File: src/rtl/uart_tx_scheduler_pkg.sv
`default_nettype none
// ============================================================================
// Module   : uart_ctrl_pkg
// Brief    : Shared types and constants for the UART transmit scheduler.
// Revision : 1.0 - initial release
// ============================================================================
package uart_ctrl_pkg;

  // Scheduler FSM encoding
  typedef enum logic [1:0] {
    IDLE      = 2'd0,
    LAUNCH    = 2'd1,
    WAIT_DONE = 2'd2
  } state_e;

  // Requester port identifiers
  localparam logic PORT_ECHO = 1'b0;
  localparam logic PORT_USER = 1'b1;

endpackage
`default_nettype wire

File: src/rtl/uart_tx_scheduler_if.sv
`default_nettype none
// ============================================================================
// Module   : uart_tx_scheduler_if
// Brief    : Requester and transmitter signal bundle of the TX scheduler.
//            master = scheduler side, slave = requesters + transmitter side.
// Revision : 1.0 - initial release
// ============================================================================
interface uart_tx_scheduler_if;
  logic [1:0] req_valid;
  logic [7:0] req_data0;
  logic [7:0] req_data1;
  logic [1:0] req_ready;
  logic [7:0] tx_data;
  logic       tx_start;
  logic       tx_busy;
  logic       sent;
  logic       sent_port;
  logic       timeout_err;

  modport master (
    input  req_valid, req_data0, req_data1, tx_busy,
    output req_ready, tx_data, tx_start, sent, sent_port, timeout_err
  );

  modport slave (
    output req_valid, req_data0, req_data1, tx_busy,
    input  req_ready, tx_data, tx_start, sent, sent_port, timeout_err
  );
endinterface
`default_nettype wire

File: src/rtl/uart_tx_scheduler_arb.sv
`default_nettype none
// ============================================================================
// Module   : uart_rr_arbiter
// Brief    : Combinational 2-way round-robin pick. The last-grant memory is
//            owned by the caller so the choice only commits on a real launch.
// Revision : 1.0 - initial release
// ============================================================================
module uart_rr_arbiter
  import uart_ctrl_pkg::*;
(
  input  logic [1:0] req,
  input  logic       last_grant,
  output logic       gnt_valid,
  output logic       gnt_id
);

  // On a tie the port that did not win last time is chosen
  always_comb begin
    gnt_valid = |req;
    gnt_id    = PORT_ECHO;
    if (&req) begin
      gnt_id = ~last_grant;
    end else if (req[1]) begin
      gnt_id = PORT_USER;
    end
  end

endmodule
`default_nettype wire

File: src/rtl/uart_tx_scheduler.sv
`default_nettype none
// ============================================================================
// Module   : uart_tx_scheduler
// Brief    : Shares one UART transmitter between the echo path (port 0) and
//            the user path (port 1). Holds a level start until the slow
//            transmitter answers with busy, then waits for frame completion.
// Revision : 1.0 - initial release
// ============================================================================
module uart_tx_scheduler
  import uart_ctrl_pkg::*;
#(
  parameter int TIMEOUT_CYCLES = 4096,
  parameter int CNT_W          = 13
) (
  input  logic               clk,
  input  logic               rst_n,
  uart_tx_scheduler_if.master bus
);

  localparam logic [CNT_W-1:0] CNT_LAST = CNT_W'(TIMEOUT_CYCLES - 1);

  state_e           state_q;
  logic [CNT_W-1:0] cnt_q;
  logic             grant_q;
  logic             last_grant_q;
  logic [1:0]       req_ready_q;
  logic [7:0]       tx_data_q;
  logic             tx_start_q;
  logic             sent_q;
  logic             sent_port_q;
  logic             timeout_q;

  logic             w_gnt_valid;
  logic             w_gnt_id;

  uart_rr_arbiter u_arb (
    .req        (bus.req_valid),
    .last_grant (last_grant_q),
    .gnt_valid  (w_gnt_valid),
    .gnt_id     (w_gnt_id)
  );

  // Scheduler FSM; every output is a register so nothing is combinational
  // from the requesters or the transmitter to the outputs
  always_ff @(posedge clk) begin
    if (!rst_n) begin
      state_q      <= IDLE;
      cnt_q        <= '0;
      grant_q      <= PORT_ECHO;
      last_grant_q <= PORT_USER;   // port 0 wins the first tie
      req_ready_q  <= '0;
      tx_data_q    <= 8'h00;
      tx_start_q   <= 1'b0;
      sent_q       <= 1'b0;
      sent_port_q  <= 1'b0;
      timeout_q    <= 1'b0;
    end else begin
      req_ready_q <= '0;
      sent_q      <= 1'b0;
      timeout_q   <= 1'b0;
      unique case (state_q)
        IDLE: begin
          // Busy guard keeps us off a frame left running across a reset
          if (w_gnt_valid && !bus.tx_busy) begin
            tx_data_q    <= w_gnt_id ? bus.req_data1 : bus.req_data0;
            grant_q      <= w_gnt_id;
            last_grant_q <= w_gnt_id;
            req_ready_q  <= {w_gnt_id, ~w_gnt_id};
            tx_start_q   <= 1'b1;
            cnt_q        <= '0;
            state_q      <= LAUNCH;
          end
        end
        LAUNCH: begin
          // Busy wins over an expiry in the same cycle
          if (bus.tx_busy) begin
            tx_start_q <= 1'b0;
            state_q    <= WAIT_DONE;
          end else if (cnt_q == CNT_LAST) begin
            tx_start_q <= 1'b0;
            timeout_q  <= 1'b1;
            state_q    <= IDLE;
          end else begin
            cnt_q <= cnt_q + 1'b1;
          end
        end
        WAIT_DONE: begin
          if (!bus.tx_busy) begin
            sent_q      <= 1'b1;
            sent_port_q <= grant_q;
            state_q     <= IDLE;
          end
        end
        default: state_q <= IDLE;
      endcase
    end
  end

  assign bus.req_ready   = req_ready_q;
  assign bus.tx_data     = tx_data_q;
  assign bus.tx_start    = tx_start_q;
  assign bus.sent        = sent_q;
  assign bus.sent_port   = sent_port_q;
  assign bus.timeout_err = timeout_q;

endmodule
`default_nettype wire

File: src/flat_wrapper.sv
// flat-port wrapper written by rule: the top's interface ports become plain ports
module uart_tx_scheduler_flat import uart_ctrl_pkg::*;
#(
  parameter int TIMEOUT_CYCLES = 4096,
  parameter int CNT_W          = 13
)
  (clk, rst_n, bus_req_valid, bus_req_data0, bus_req_data1, bus_tx_busy, bus_req_ready, bus_tx_data, bus_tx_start, bus_sent, bus_sent_port, bus_timeout_err);
  uart_tx_scheduler_if bus_i ();
  input  logic clk;
  input  logic rst_n;
  input wire logic [$bits(bus_i.req_valid)-1:0] bus_req_valid;
  input wire logic [$bits(bus_i.req_data0)-1:0] bus_req_data0;
  input wire logic [$bits(bus_i.req_data1)-1:0] bus_req_data1;
  input wire logic [$bits(bus_i.tx_busy)-1:0] bus_tx_busy;
  output wire logic [$bits(bus_i.req_ready)-1:0] bus_req_ready;
  output wire logic [$bits(bus_i.tx_data)-1:0] bus_tx_data;
  output wire logic [$bits(bus_i.tx_start)-1:0] bus_tx_start;
  output wire logic [$bits(bus_i.sent)-1:0] bus_sent;
  output wire logic [$bits(bus_i.sent_port)-1:0] bus_sent_port;
  output wire logic [$bits(bus_i.timeout_err)-1:0] bus_timeout_err;
  assign bus_i.req_valid = bus_req_valid;
  assign bus_i.req_data0 = bus_req_data0;
  assign bus_i.req_data1 = bus_req_data1;
  assign bus_i.tx_busy = bus_tx_busy;
  assign bus_req_ready = bus_i.req_ready;
  assign bus_tx_data = bus_i.tx_data;
  assign bus_tx_start = bus_i.tx_start;
  assign bus_sent = bus_i.sent;
  assign bus_sent_port = bus_i.sent_port;
  assign bus_timeout_err = bus_i.timeout_err;
  uart_tx_scheduler #(.TIMEOUT_CYCLES(TIMEOUT_CYCLES), .CNT_W(CNT_W)) u_core (.clk(clk), .rst_n(rst_n), .bus(bus_i));
endmodule
File: config.mk
export PLATFORM = sky130hd
export DESIGN_NAME = uart_tx_scheduler_flat
export DESIGN_NICKNAME = d
export VERILOG_FILES = /design/src/rtl/uart_tx_scheduler_pkg.sv /design/src/rtl/uart_tx_scheduler_if.sv /design/src/rtl/uart_tx_scheduler_arb.sv /design/src/rtl/uart_tx_scheduler.sv /design/src/flat_wrapper.sv
export SDC_FILE = /design/constraint.sdc
export NUM_CORES = 1
export LEC_CHECK = 0
export CORE_ASPECT_RATIO = 0.8
export CORE_MARGIN = 2
export CORE_UTILIZATION = 49
export CTS_CLUSTER_SIZE = 30
export DETAILED_ROUTE_END_ITERATION = 12
export GPL_ROUTABILITY_DRIVEN = 1
export PLACE_DENSITY = 0.75
export SYNTH_ARGS = -nofsm -noshare
export SYNTH_HDL_FRONTEND = slang
export SYNTH_SLANG_ARGS = --single-unit
File: constraint.sdc
create_clock -name clk -period 2.37 [get_ports clk]
set_clock_uncertainty 0.05 [all_clocks]
set_input_delay 0.3555 -clock clk [delete_from_list [all_inputs] [get_ports clk]]
set_output_delay 0.3555 -clock clk [all_outputs]
set_load 0.02 [all_outputs]
==> results.toml <==
[grt]
grt_usage_pct = 24.0
grt_pass1_wl_um = 6110
grt-ovfl-total = 0
antenna_found_initial = 0
grt_max_degree = 23
first_global_vias = 1334

[place]
pre_cts_ws_ns = 0.248
port_buffers = 34
gp_congestion = 0.873
dp_hpwl_um = 2720
post_dp_cell_area_um2 = 1860

[routing]
drt-initial-drc-count = 121
wl_um = 3730
drt-wirelength-per-cell_um = 15.2
drcViolationCount = 0
postRouteAntennaNets = 0
route.vias.total = 1429
viasPerCell = 5.83
drt_first_pass_iters = 4

[sta]
tightest_slew_ns = 0.608
fmax_mhz = 490
slew_headroom_pct = 59.0
rsz0062_at_grt = "no"
finalSetupTns_ns = 0
layout_setup_ws_ns = 0.330
setup_violations = 0
period_share_pct = 86.1
fin_crit_ns = 2.04
drv_slew = 0
hold_viol_final = 0

[synthesis]
yosys.area.top_type = "dfxtp_1"
post_synth.cell_area_avg_um2 = 8.66
ys_seq_elements = 31
netlist_instances = 170
ys_types = 36
synth_edf_count = 0
yosys_warnings = 0
synth.top_cell.area_share_pct = 42.1
ys.flop_type = "dfxtp_1"
synthTopCellsByCount = "dfxtp_1, nor2_1, nand2_1"
syn-num-nets = 192
synth_area_leaders = "dfxtp_1, mux2i_1, nor2_1"
synth.most_common_cell = "dfxtp_1"
async_flop_share_pct = 0
ys_seq_area_share_pct = 42.1
synth_area_um2 = 1470

[clock_network]
clock_latency_ns = 0.28
cts_hold_buf = 0
cts_root_buffer = "clkbuf_8"
cts_tree = "yes"
clk_pin_slew_ns = 0.06
cts_buffer_depth = 2
h-tree-depth = 2
cts_setup_buffers = 0
cts_buffers = 5
ctsResizeCount = 0
cts_sinks = 31

[final_layout]
nets = 228
fin_area_um2 = 1940
area_delta_synth_final_pct = 31.9
fill_cells = 243
drive_gt1_share_pct = 10.6
num_antenna_cells = 0

[power]
p_int_uw = 839
p_clk_share_pct = 34.6
peakVddDrop_mv = 0.435
leakagePower_nw = 0.666
p_per_area_nw_per_um2 = 580
p_switching_uw = 288
combPwrFrac_pct = 16.3
p_seq_share_pct = 49.1
p_sw_share_pct = 25.5

[die]
core-area_um2 = 2810
floorplan.initialDensity_pct = 52.5
die_w_um = 65.3
fp.dieArea_um2 = 3460
die_h_um = 53.0
rows = 17
ioPinCount = 35

[worst_setup_path]
r2r-start = "u_core.cnt_q[0]"
r2r_cells = 5
r2r_end = "u_core.cnt_q[3]"
cp_data_required_time_ns = 2.50
cp-endpoint = "u_core.cnt_q[3]"
critPathKind = "reg -> reg"
crit_fanout = 7
cp-startpoint = "u_core.cnt_q[0]"
critical_path_arrival_ns = 2.17
setup.worst_path.start_class = "flip-flop"
r2r_slack_ns = 0.33
endpoint_kind = "flip-flop"

[run_status]
status = "finished, final reports clean"

[flow_run]
cap_violations = 0

[hold_path]
hold_path.class = "reg -> reg"
[critical path, stage by stage (launching register included)]
cell     delay (ns)
dfxtp_1        0.38
ha_1           0.24
nand3_1        0.21
o41ai_2        0.65
nor2_1         0.11
o221a_2        0.28
[how the worst min path moves through the flow]
stage	start	end	slack, ns	cells past startpoint
3_3_place_gp	u_core.bus.sent_port	u_core.bus.sent_port	0.39	2
4_1_cts	u_core.bus.sent_port	u_core.bus.sent_port	0.43	2
6_report	u_core.bus.sent_port	u_core.bus.sent_port	0.43	2
3_5_place_dp	u_core.bus.sent_port	u_core.bus.sent_port	0.42	2
5_1_grt	u_core.bus.sent_port	u_core.bus.sent_port	0.45	2
2_1_floorplan	u_core.last_grant_q	u_core.last_grant_q	0.39	2
[power by group through the flow]
stage	combinational, mW	sequential (mW)	clock (mW)
6_report	0.184	0.553	0.390
5_1_grt	0.198	0.555	0.426
4_1_cts	0.183	0.554	0.395
3_5_place_dp	0.182	0.565	0
3_3_place_gp	0.179	0.564	0
2_1_floorplan	0.0765	0.580	0
[through the flow]
step / total power [mW] / hold WS (ns) / cells / utilization, %
6_report: 1.13 / 0.426 / 245 / 69.2
3_3_place_gp: 0.743 / 0.393 / 237 / 66.3
4_1_cts: 1.13 / 0.426 / 245 / 69.2
5_1_grt: 1.18 / 0.451 / 245 / 69.2
2_1_floorplan: 0.657 / 0.393 / 170 / -
3_5_place_dp: 0.747 / 0.418 / 237 / 66.3
[sequential cells by signal, summed over array words and instances, names as in the netlist, 2 cells and up]
signal	flops
u_core.cnt_q	13
u_core.bus.tx_data	8
u_core.bus.req_ready	2
u_core.state_q	2
[final cells by class]
type                            instances  area, µm²  share of cell area (%)
Clock inverter                          1       5.00                   0.258
Inverter                                4       15.0                   0.773
Timing Repair Buffer                   40        385                    19.8
Tap cell                               38       47.5                    2.45
Clock buffer                            7       76.3                    3.93
Multi-Input combinational cell        124        793                    40.8
Sequential cell                        31        621                    31.9
[placed cells by master, fill, tap and decap left out, types with 2 or more instances in the layout]
| cell type | n |
|---|---|
| a211oi_1 | 9 |
| o21ai_0 | 6 |
| nand2_1 | 16 |
| nand3_1 | 7 |
| clkbuf_8 | 5 |
| dfxtp_1 | 31 |
| nor2_1 | 19 |
| inv_1 | 3 |
| o31a_1 | 2 |
| or4_1 | 3 |
| o31ai_1 | 4 |
| clkbuf_1 | 2 |
| mux2i_1 | 9 |
| and4_1 | 3 |
| nand2b_1 | 5 |
| nand4_1 | 5 |
| buf_4 | 6 |
| nor3_1 | 2 |
| a21oi_1 | 9 |
| and3_1 | 2 |
| nor4_1 | 3 |
| a31o_2 | 2 |
| clkdlybuf4s50_1 | 34 |
| o221a_2 | 4 |
[routing by layer]
layer / up-vias / wire length, µm / track usage (%)
li1: 705 / - / -
met1: 658 / 1680 / 31.8
met2: 58 / 1690 / 36.9
met3: 8 / 296 / 5.96
met4: 0 / 63 / 11.1
met5: - / 0 / 0
[kinds of logic (layout without fill, tap and decap cells)]
| kind of cell | count (synthesis) | after routing | share of synthesized area, % |
|---|---|---|---|
| AND/OR/NAND/NOR | 72 | 72 | 25.4 |
| AO/OA/AOI/OAI | 42 | 42 | 21.1 |
| flip-flops | 31 | 31 | 42.1 |
| buffers and inverters | 15 | 52 | 4.42 |
| multiplexers | 9 | 9 | 6.12 |
| adder cells (fa/ha/maj) | 1 | 1 | 0.849 |
No activity file was read; power rests on OpenSTA's default activity.
